<file path="src/rtl/vga_sync_gen_if.sv">
// Raster timing bundle shared between the sync generator and its consumers.
//   pix_x, pix_y : current column / line (10 bits)
//   video_on     : 1 inside the visible window
//   hsync, vsync : monitor sync pulses
//   p_tick       : one-clk pixel strobe
//   frame_tick   : one-clk strobe on the last pixel of a frame
// The generator drives through the master modport, consumers read through slave.
interface vga_sync_gen_if;
    logic [9:0] pix_x;
    logic [9:0] pix_y;
    logic       video_on;
    logic       hsync;
    logic       vsync;
    logic       p_tick;
    logic       frame_tick;

    modport master (
        output pix_x, pix_y, video_on, hsync, vsync, p_tick, frame_tick
    );

    modport slave (
        input pix_x, pix_y, video_on, hsync, vsync, p_tick, frame_tick
    );
endinterface

</file>
<file path="src/rtl/vga_sync_gen.sv">
// Raster timing generator: a clock prescaler produces the pixel strobe, and
// horizontal/vertical counters walk the full raster (visible + porches + sync).
// Decoded outputs are registered from the next counter values so they change on
// the same edge as the coordinates.
// Ports:
//   clk   : system clock
//   reset : synchronous, active-high reset
//   vga   : vga_sync_gen_if master (pix_x, pix_y, video_on, hsync, vsync,
//           p_tick, frame_tick)
module vga_sync_gen #(
    parameter int DIV      = 4,
    parameter int H_DISP   = 640,
    parameter int H_FP     = 16,
    parameter int H_SYNC   = 96,
    parameter int H_BP     = 48,
    parameter int V_DISP   = 480,
    parameter int V_FP     = 10,
    parameter int V_SYNC   = 2,
    parameter int V_BP     = 33,
    parameter bit SYNC_POL = 1'b0
) (
    input  logic           clk,
    input  logic           reset,
    vga_sync_gen_if.master vga
);

    localparam int H_TOTAL = H_DISP + H_FP + H_SYNC + H_BP;
    localparam int V_TOTAL = V_DISP + V_FP + V_SYNC + V_BP;
    localparam int PW      = (DIV > 1) ? $clog2(DIV) : 1;

    localparam logic [PW-1:0] PRE_MAX = PW'(DIV - 1);
    localparam logic [9:0] H_MAX    = 10'(H_TOTAL - 1);
    localparam logic [9:0] V_MAX    = 10'(V_TOTAL - 1);
    localparam logic [9:0] H_VIS    = 10'(H_DISP);
    localparam logic [9:0] V_VIS    = 10'(V_DISP);
    localparam logic [9:0] HS_START = 10'(H_DISP + H_FP);
    localparam logic [9:0] HS_END   = 10'(H_DISP + H_FP + H_SYNC - 1);
    localparam logic [9:0] VS_START = 10'(V_DISP + V_FP);
    localparam logic [9:0] VS_END   = 10'(V_DISP + V_FP + V_SYNC - 1);

    generate
        if (H_TOTAL > 1024 || V_TOTAL > 1024 || DIV < 1) begin : g_param_check
            $error("vga_sync_gen: H_TOTAL/V_TOTAL must be <= 1024 and DIV >= 1");
        end
    endgenerate

    logic [PW-1:0] presc_p0;
    logic          tick_p0;
    logic [9:0]    x_p0;
    logic [9:0]    y_p0;
    logic          von_p0;
    logic          hs_p0;
    logic          vs_p0;
    logic          ft_p0;

    logic [PW-1:0] presc_next;
    logic          tick_next;
    logic [9:0]    x_next;
    logic [9:0]    y_next;
    logic          von_next;
    logic          hs_next;
    logic          vs_next;
    logic          ft_next;

    always_comb begin
        presc_next = (presc_p0 == PRE_MAX) ? '0 : presc_p0 + 1'b1;
        // p_tick is registered, so it is decoded from the prescaler's next value
        // to line up with the cycle in which the prescaler sits at DIV-1.
        tick_next  = (presc_next == PRE_MAX);

        x_next = x_p0;
        y_next = y_p0;
        if (tick_p0) begin
            if (x_p0 == H_MAX) begin
                x_next = '0;
                y_next = (y_p0 == V_MAX) ? '0 : y_p0 + 10'd1;
            end else begin
                x_next = x_p0 + 10'd1;
            end
        end

        // Decoding from the next coordinates keeps these aligned with pix_x/pix_y
        // rather than one cycle behind.
        von_next = (x_next < H_VIS) && (y_next < V_VIS);
        hs_next  = ((x_next >= HS_START) && (x_next <= HS_END)) ? SYNC_POL : ~SYNC_POL;
        vs_next  = ((y_next >= VS_START) && (y_next <= VS_END)) ? SYNC_POL : ~SYNC_POL;
        ft_next  = tick_next && (x_next == H_MAX) && (y_next == V_MAX);
    end

    // stage p0: prescaler, counters and decoded outputs
    always_ff @(posedge clk) begin
        if (reset) begin
            presc_p0 <= '0;
            tick_p0  <= 1'b0;
            x_p0     <= '0;
            y_p0     <= '0;
            von_p0   <= 1'b1;
            hs_p0    <= ~SYNC_POL;
            vs_p0    <= ~SYNC_POL;
            ft_p0    <= 1'b0;
        end else begin
            presc_p0 <= presc_next;
            tick_p0  <= tick_next;
            x_p0     <= x_next;
            y_p0     <= y_next;
            von_p0   <= von_next;
            hs_p0    <= hs_next;
            vs_p0    <= vs_next;
            ft_p0    <= ft_next;
        end
    end

    assign vga.pix_x      = x_p0;
    assign vga.pix_y      = y_p0;
    assign vga.video_on   = von_p0;
    assign vga.hsync      = hs_p0;
    assign vga.vsync      = vs_p0;
    assign vga.p_tick     = tick_p0;
    assign vga.frame_tick = ft_p0;

endmodule

</file>
<file path="src/flat_wrapper.sv">
// flat-port wrapper written by rule: the top's interface ports become plain ports
module vga_sync_gen_flat 
#(
    parameter int DIV      = 4,
    parameter int H_DISP   = 640,
    parameter int H_FP     = 16,
    parameter int H_SYNC   = 96,
    parameter int H_BP     = 48,
    parameter int V_DISP   = 480,
    parameter int V_FP     = 10,
    parameter int V_SYNC   = 2,
    parameter int V_BP     = 33,
    parameter bit SYNC_POL = 1'b0
)
  (clk, reset, vga_pix_x, vga_pix_y, vga_video_on, vga_hsync, vga_vsync, vga_p_tick, vga_frame_tick);
  vga_sync_gen_if vga_i ();
  input  logic clk;
  input  logic reset;
  output wire logic [$bits(vga_i.pix_x)-1:0] vga_pix_x;
  output wire logic [$bits(vga_i.pix_y)-1:0] vga_pix_y;
  output wire logic [$bits(vga_i.video_on)-1:0] vga_video_on;
  output wire logic [$bits(vga_i.hsync)-1:0] vga_hsync;
  output wire logic [$bits(vga_i.vsync)-1:0] vga_vsync;
  output wire logic [$bits(vga_i.p_tick)-1:0] vga_p_tick;
  output wire logic [$bits(vga_i.frame_tick)-1:0] vga_frame_tick;
  assign vga_pix_x = vga_i.pix_x;
  assign vga_pix_y = vga_i.pix_y;
  assign vga_video_on = vga_i.video_on;
  assign vga_hsync = vga_i.hsync;
  assign vga_vsync = vga_i.vsync;
  assign vga_p_tick = vga_i.p_tick;
  assign vga_frame_tick = vga_i.frame_tick;
  vga_sync_gen #(.DIV(DIV), .H_DISP(H_DISP), .H_FP(H_FP), .H_SYNC(H_SYNC), .H_BP(H_BP), .V_DISP(V_DISP), .V_FP(V_FP), .V_SYNC(V_SYNC), .V_BP(V_BP), .SYNC_POL(SYNC_POL)) u_core (.clk(clk), .reset(reset), .vga(vga_i));
endmodule
</file>
<file path="config.mk">
export PLATFORM = sky130hd
export DESIGN_NAME = vga_sync_gen_flat
export DESIGN_NICKNAME = d
export VERILOG_FILES = /design/src/rtl/vga_sync_gen_if.sv /design/src/rtl/vga_sync_gen.sv /design/src/flat_wrapper.sv
export SDC_FILE = /design/constraint.sdc
export NUM_CORES = 1
export LEC_CHECK = 0
export ABC_AREA = 1
export CAP_MARGIN = 0
export CORE_ASPECT_RATIO = 0.7
export CORE_MARGIN = 3
export CORE_UTILIZATION = 25
export CTS_CLUSTER_SIZE = 28
export DETAILED_ROUTE_END_ITERATION = 6
export SLEW_MARGIN = 20
export SYNTH_ARGS = -nofsm -noshare
export SYNTH_HDL_FRONTEND = slang
export SYNTH_SLANG_ARGS = --single-unit
</file>
<file path="constraint.sdc">
create_clock -name clk -period 1.87 [get_ports clk]
set_input_delay 0.2805 -clock clk [delete_from_list [all_inputs] [get_ports clk]]
set_output_delay 0.2805 -clock clk [all_outputs]
set_load 0.01 [all_outputs]
</file>
==> run_results.csv, run 1 <==
group,metric,value,unit
sta,setup_viol,0,
yosys,synth_area,1630,um2
global_routing,grt_pass1_wl,7.78,mm
placed_design,gp_congestion,0.897,
sta,fmax,566,MHz
yosys,synth_seq_cells,27,
critical_path,cp-start-kind,"flop",
sta,drv_slew,0,
power_and_ir_drop,p_int,767,uW
power_and_ir_drop,combinationalPowerShare,7.5,%
run,cap_viol_max_count,0,
yosys,async_reset_ff_share,0,%
clock_tree,clk_pin_slew,0.10,ns
sta,setup_tns,0,ns
yosys,ys_seq_area_share,33.2,%
global_routing,top_usage_layer,"met1",
cells_and_area,stdcell_count,379,
cells_and_area,synthToLayoutAreaGrowth,38.4,%
global_routing,globalRouteMet1Util,19.8,%
placed_design,port_buffers,26,
drt,drt-vias-per-instance,4.59,
power_and_ir_drop,leakage,1.07,nW
yosys,synthDistinctLibCells,21,
die,die_x,103,um
cells_and_area,fillerInstances,616,
yosys,synth_fp_nets,269,
yosys,ys_warn_count,0,
critical_path,endpoint_kind,"flop",
yosys,synth_top_area_share,33.2,%
clock_tree,numCtsBuffers,3,
clock_tree,postCtsHoldBufs,0,
global_routing,gr-total-overflow,0,
power_and_ir_drop,p_per_area,456,nW/um2
die,top_level_ports,27,
critical_path,ff2ff_setup_slack,0.10,ns
clock_tree,root_buffer,"clkbuf_8",
drt,drc,0,
cells_and_area,layout-drive-gt1-share,16.8,%
die,rows,23,
cells_and_area,diodes,0,
critical_path,worst-endpoint-required,2.06,ns
global_routing,gr-usage-met3,3.23,%
sta,fin_skew,0.00412,ns
drt,wl,4.84,mm
yosys,postSynthAreaPerCell,6.22,um2
critical_path,worstSetupPathType,"flop to flop",
placed_design,post-place-cells,370,
drt,wl_per_cell,12.8,um
cells_and_area,final_nets,312,
drt,first_pass_iters,4,
yosys,yosysTopAreaCell,"dfxtp_1",
global_routing,grt_pass1_vias,1610,
sta,worst_pin_slew,0.368,ns
die,core_area,6010,um2
power_and_ir_drop,switching_share,25.4,%
power_and_ir_drop,pwr-share-clk,34.7,%
sta,fin_crit,1.77,ns
die,die_area,7540,um2
clock_tree,insertion_delay,0.28,ns
status,status,"complete, no violations",
drt,drtIter0Drc,123,
clock_tree,clock-sinks,27,
cells_and_area,multi_input_area,1040,um2
critical_path,cp.arrival,1.95,ns
global_routing,grt_util_met2,18.7,%
die,start_util,27.1,%
yosys,synth_edf_count,0,
power_and_ir_drop,ir_drop,0.000306,V
sta,rsz0062_at_grt,"no",
clock_tree,cts_tree,"done",
power_and_ir_drop,power_frac_seq,57.8,%
drt,route.vias.total,1740,
yosys,ys_top_cells_by_area,"dfxtp_1, nand2_1, nor2_1, inv_1, nand3_1",
power_and_ir_drop,switching_power,261,uW
drt,ant_nets,0,
cells_and_area,seqCellArea,543,um2
clock_tree,clockBufferDepth,2,
die,die_h,73.6,um
critical_path,cp_max_fo,8,
sta,hold_viol_final,0,
clock_tree,htree_levels,1,
sta,slew_headroom,75.4,%
global_routing,grt_util_all_layers,13.2,%
sta,timing.final.crit_share,94.5,%
placed_design,hpwl,3.62,mm
global_routing,grt_max_degree,23,
global_routing,antenna_found_initial,0,
yosys,ys.flop_type,"dfxtp_1",
hold_path,hp-class,"flop to flop",
yosys,syn_inst,262,
final cells by class:
cell class              instances  share of cell area, %
repair buffers                 41                   16.5
inverters                      42                   6.99
flip-flops and latches         27                   24.1
clock inverters                 1                  0.333
clock buffers                   3                   1.83
multi-input cells             190                   46.1
well taps                      75                   4.16
worst paths after layout:
kind                             startpoint                       endpoint  cells after the start
max          u_core.vga.pix_x[0]$_SDFF_PP0_    u_core.vga.vsync$_SDFF_PP1_                     10
min           u_core.presc_p0[0]$_SDFF_PP0_  u_core.presc_p0[0]$_SDFF_PP0_                      1
max reg2reg  u_core.vga.pix_x[0]$_SDFF_PP0_    u_core.vga.vsync$_SDFF_PP1_                     10
min reg2reg   u_core.presc_p0[0]$_SDFF_PP0_  u_core.presc_p0[0]$_SDFF_PP0_                      1
cells in the final DEF, fill, tap and decap left out, types with 2 or more instances in the layout:
cell / count
dfxtp_1: 25
nor2_1: 43
clkdlybuf4s50_1: 26
buf_4: 15
nor2_8: 2
nand3_4: 3
nand2_1: 75
nand4_1: 12
nand3b_1: 3
clkbuf_8: 3
nand2_2: 6
o21ai_0: 3
nor2_4: 3
nor3_1: 4
dfxtp_2: 2
a21oi_1: 2
inv_1: 41
ha_1: 4
nand3_2: 3
nand3_1: 15
nor2_2: 5
synthesized netlist by cell type (3+ instances only):
| cell | n |
|---|---|
| nor2_1 | 49 |
| a21oi_1 | 3 |
| inv_1 | 42 |
| ha_1 | 5 |
| nand3b_1 | 3 |
| nor3_1 | 5 |
| nand3_2 | 3 |
| o21ai_0 | 3 |
| clkbuf_1 | 3 |
| nand4_1 | 12 |
| nand2_1 | 81 |
| dfxtp_1 | 27 |
| nand3_1 | 17 |
critical path: stages, from the launching register on:
cell     delay [ns]
dfxtp_2        0.37
ha_4           0.14
nand2_2        0.09
nor2_8         0.20
nand3_4        0.15
nor2_8         0.20
nand2_4        0.09
xnor2_2        0.13
nand2_1        0.08
nor2_2         0.15
nand2_1        0.06
flip-flops by register name, summed over array words and instances, names as in the netlist:
signal	count
u_core.vga.frame_tick	1
u_core.vga.vsync	1
u_core.vga.pix_y	10
u_core.vga.hsync	1
u_core.vga.video_on	1
u_core.presc_p0	2
u_core.vga.p_tick	1
u_core.vga.pix_x	10
power groups by stage:
stage / registers [mW] / logic (mW) / clock network [mW]
floorplan: 0.608 / 0.0360 / 0
global placement: 0.605 / 0.0707 / 0
detailed placement: 0.607 / 0.0712 / 0
CTS: 0.593 / 0.0717 / 0.375
global route: 0.596 / 0.0846 / 0.392
finish: 0.594 / 0.0769 / 0.357
metal layers:
layer / wire length [um] / vias up
li1: - / 899
met1: 2500 / 779
met2: 1990 / 56
met3: 303 / 6
met4: 46 / 0
met5: 0 / -
cell families (layout without fill, tap and decap cells):
logic type      after synthesis  count (layout)  synth area share, %
flops                        27              27                 33.2
simple gates                176             177                 49.4
fa+ha+maj                     5               5                 3.84
compound gates                6               6                 1.84
buf+inv                      46              87                 10.7
xor+xnor                      2               2                 1.07
through the flow:
step                worst slack [ns]  utilization (%)  instance area (um2)  hold slack (ns)  total power [mW]
global placement               0.115             34.1                 2050            0.442             0.675
finish                         0.103             37.5                 2260            0.478              1.03
detailed placement            0.0690             34.1                 2050            0.476             0.678
global route                 0.00381             37.5                 2260            0.516              1.07
CTS                           0.0472             34.9                 2100            0.494              1.04
floorplan                      0.168                -                 1630            0.363             0.644
what timing repair did:
action / in CTS / in global routing
resized for setup: 0 / 29
setup buffers: 0 / 4
setup endpoints to repair: 0 / 3
hold endpoints to repair: 0 / 0
No activity file was read; power rests on OpenSTA's default activity.
==> run 2, diff against run 1 <==
==> constraint.sdc (replaced) <==
create_clock -name clk -period 2.25 [get_ports clk]
set_input_delay 0.3375 -clock clk [delete_from_list [all_inputs] [get_ports clk]]
set_output_delay 0.3375 -clock clk [all_outputs]
set_load 0.01 [all_outputs]
==> run 2 against run 1 <==
Net effect:
- wire length shrank 9.6%
- critical path type unchanged
- clock power shrank 16%
- fmax fell by 7.7%
- cell area shrank 9.5%
- highest routed layer unchanged
- die area is the same
- sequential power down 17%
- register-to-register slack better by 0.23 ns
- cell count shrank 3.4%
==> run_results.csv, run 2 (synthesis results as in run 1) <==
group,metric,value,unit
critical_path,ff2ff_setup_slack,0.33,ns
drt,wl_met3,358,um
drt,wl,4.38,mm
clock_tree,postCtsHoldBufs,0,
clock_tree,numCtsBuffers,3,
die,rows,23,
die,top_level_ports,27,
sta,worst_pin_slew,0.445,ns
drt,route.vias.total,1620,
drt,top_layer_used,"met4",
critical_path,worst-endpoint-required,2.43,ns
cells_and_area,diodes,0,
global_routing,antenna_found_initial,0,
die,die_x,103,um
clock_tree,clk_pin_slew,0.10,ns
cells_and_area,final_common_cell,"nand2_1",
sta,fin_skew,0.00297,ns
global_routing,gr-total-overflow,0,
sta,setup_tns,0,ns
sta,drv_slew,0,
placed_design,gp_congestion,0.881,
placed_design,port_buffers,26,
sta,fin_crit,1.92,ns
critical_path,cp-start-kind,"flop",
power_and_ir_drop,p_per_area,414,nW/um2
die,die_area,7540,um2
die,die_h,73.6,um
cells_and_area,final_nets,299,
run,cap_viol_max_count,0,
clock_tree,cts_tree,"done",
critical_path,endpoint_kind,"flop",
cells_and_area,fin_util,33.9,%
critical_path,reg2reg_to,"u_core.vga.vsync$_SDFF_PP1_",
drt,wl_per_cell,12.0,um
die,core_area,6010,um2
critical_path,reg2reg_from,"u_core.vga.pix_x[1]$_SDFF_PP0_",
critical_path,reg2reg_depth,12,
global_routing,grt_max_degree,23,
clock_tree,htree_levels,1,
cells_and_area,final_cell_mix,"nand2_1, nor2_1, inv_1",
placed_design,hpwl,3.42,mm
sta,timing.final.crit_share,85.1,%
hold_path,hold_end,"u_core.presc_p0[0]$_SDFF_PP0_",
sta,fmax,522,MHz
sta,slew_headroom,70.1,%
clock_tree,cts.repair.resized,0,
global_routing,grt_util_all_layers,12.7,%
drt,wl_met2,1.67,mm
hold_path,hp-class,"flop to flop",
critical_path,cp_max_fo,8,
sta,setup_viol,0,
clock_tree,root_buffer,"clkbuf_8",
drt,first_pass_iters,4,
power_and_ir_drop,ir_drop,0.000353,V
global_routing,grt_pass1_wl,7.53,mm
hold_path,hp-start,"u_core.presc_p0[0]$_SDFF_PP0_",
cells_and_area,synthToLayoutAreaGrowth,25.2,%
drt,drt-vias-per-instance,4.43,
drt,ant_nets,0,
clock_tree,cts_setup_buffers,0,
clock_tree,insertion_delay,0.28,ns
critical_path,worstSetupPathType,"flop to flop",
status,status,"complete, no violations",
critical_path,cp.arrival,2.10,ns
drt,drc,0,
hold_path,hold_depth,1,
sta,hold_viol_final,0,
sta,rsz0062_at_grt,"no",
global_routing,grt_pass1_vias,1533,
cells_and_area,layout-drive-gt1-share,5.50,%
clock_tree,clock-sinks,27,
power_and_ir_drop,total_power,846,uW
clock_tree,clockBufferDepth,2,
drt,m1WireLength,2.34,mm
power_and_ir_drop,leakage,0.963,nW
die,start_util,27.1,%
drt,drtIter0Drc,95,
[run 2: layer usage]
metal | track usage [%] | vias up
met5 | 0 | -
met4 | 1.75 | 0
met3 | 3.13 | 2
met2 | 17.9 | 44
met1 | 19.8 | 702
li1 | - | 872
[run 2: worst max-delay path by stage]
| stage | from | endpoint | slack [ns] | cells past startpoint |
|---|---|---|---|---|
| global placement | u_core.vga.pix_x[1]$_SDFF_PP0_ | u_core.vga.vsync$_SDFF_PP1_ | 0.40 | 12 |
| global route | u_core.vga.pix_x[1]$_SDFF_PP0_ | u_core.vga.vsync$_SDFF_PP1_ | 0.09 | 12 |
| finish | u_core.vga.pix_x[1]$_SDFF_PP0_ | u_core.vga.vsync$_SDFF_PP1_ | 0.33 | 12 |
| floorplan | u_core.vga.pix_x[0]$_SDFF_PP0_ | u_core.vga.vsync$_SDFF_PP1_ | 0.55 | 10 |
| detailed placement | u_core.vga.pix_x[1]$_SDFF_PP0_ | u_core.vga.vsync$_SDFF_PP1_ | 0.37 | 12 |
| CTS | u_core.vga.p_tick$_SDFF_PP0_ | vga_p_tick | 0.34 | 2 |
[run 2: where the power goes]
group / switching [mW] / internal (mW)
Combinational: 0.0311 / 0.0203
Sequential: 0.00886 / 0.486
Clock: 0.169 / 0.130
[run 2: stage by stage]
step	hold slack, ns	cell area, um2	cells	worst slack (ns)
after global placement	0.442	1990	362	0.395
final	0.459	2040	366	0.335
after floorplan	0.420	1630	262	0.548
after global routing	0.501	2040	366	0.0865
after CTS	0.464	2040	366	0.342
after detailed placement	0.446	1990	362	0.367
[run 2: final cells by class]
type / count / area, um2
Tap cell: 75 / 93.8
Fill cell: 647 / 3970
Multi-Input combinational cell: 189 / 916
Inverter: 42 / 158
Clock buffer: 3 / 41.3
Timing Repair Buffer: 29 / 283
Sequential cell: 27 / 541
Clock inverter: 1 / 8.76
[run 2: critical path, cell delays in order (launching register included)]
cell	delay, ns
dfxtp_1	0.42
ha_1	0.20
nand2_1	0.13
nor2_8	0.19
inv_1	0.07
nor2_2	0.17
nand3_1	0.09
nand2_1	0.07
nand2_1	0.11
nor2_1	0.12
nand2_1	0.05
nor2_1	0.13
nand2_1	0.07
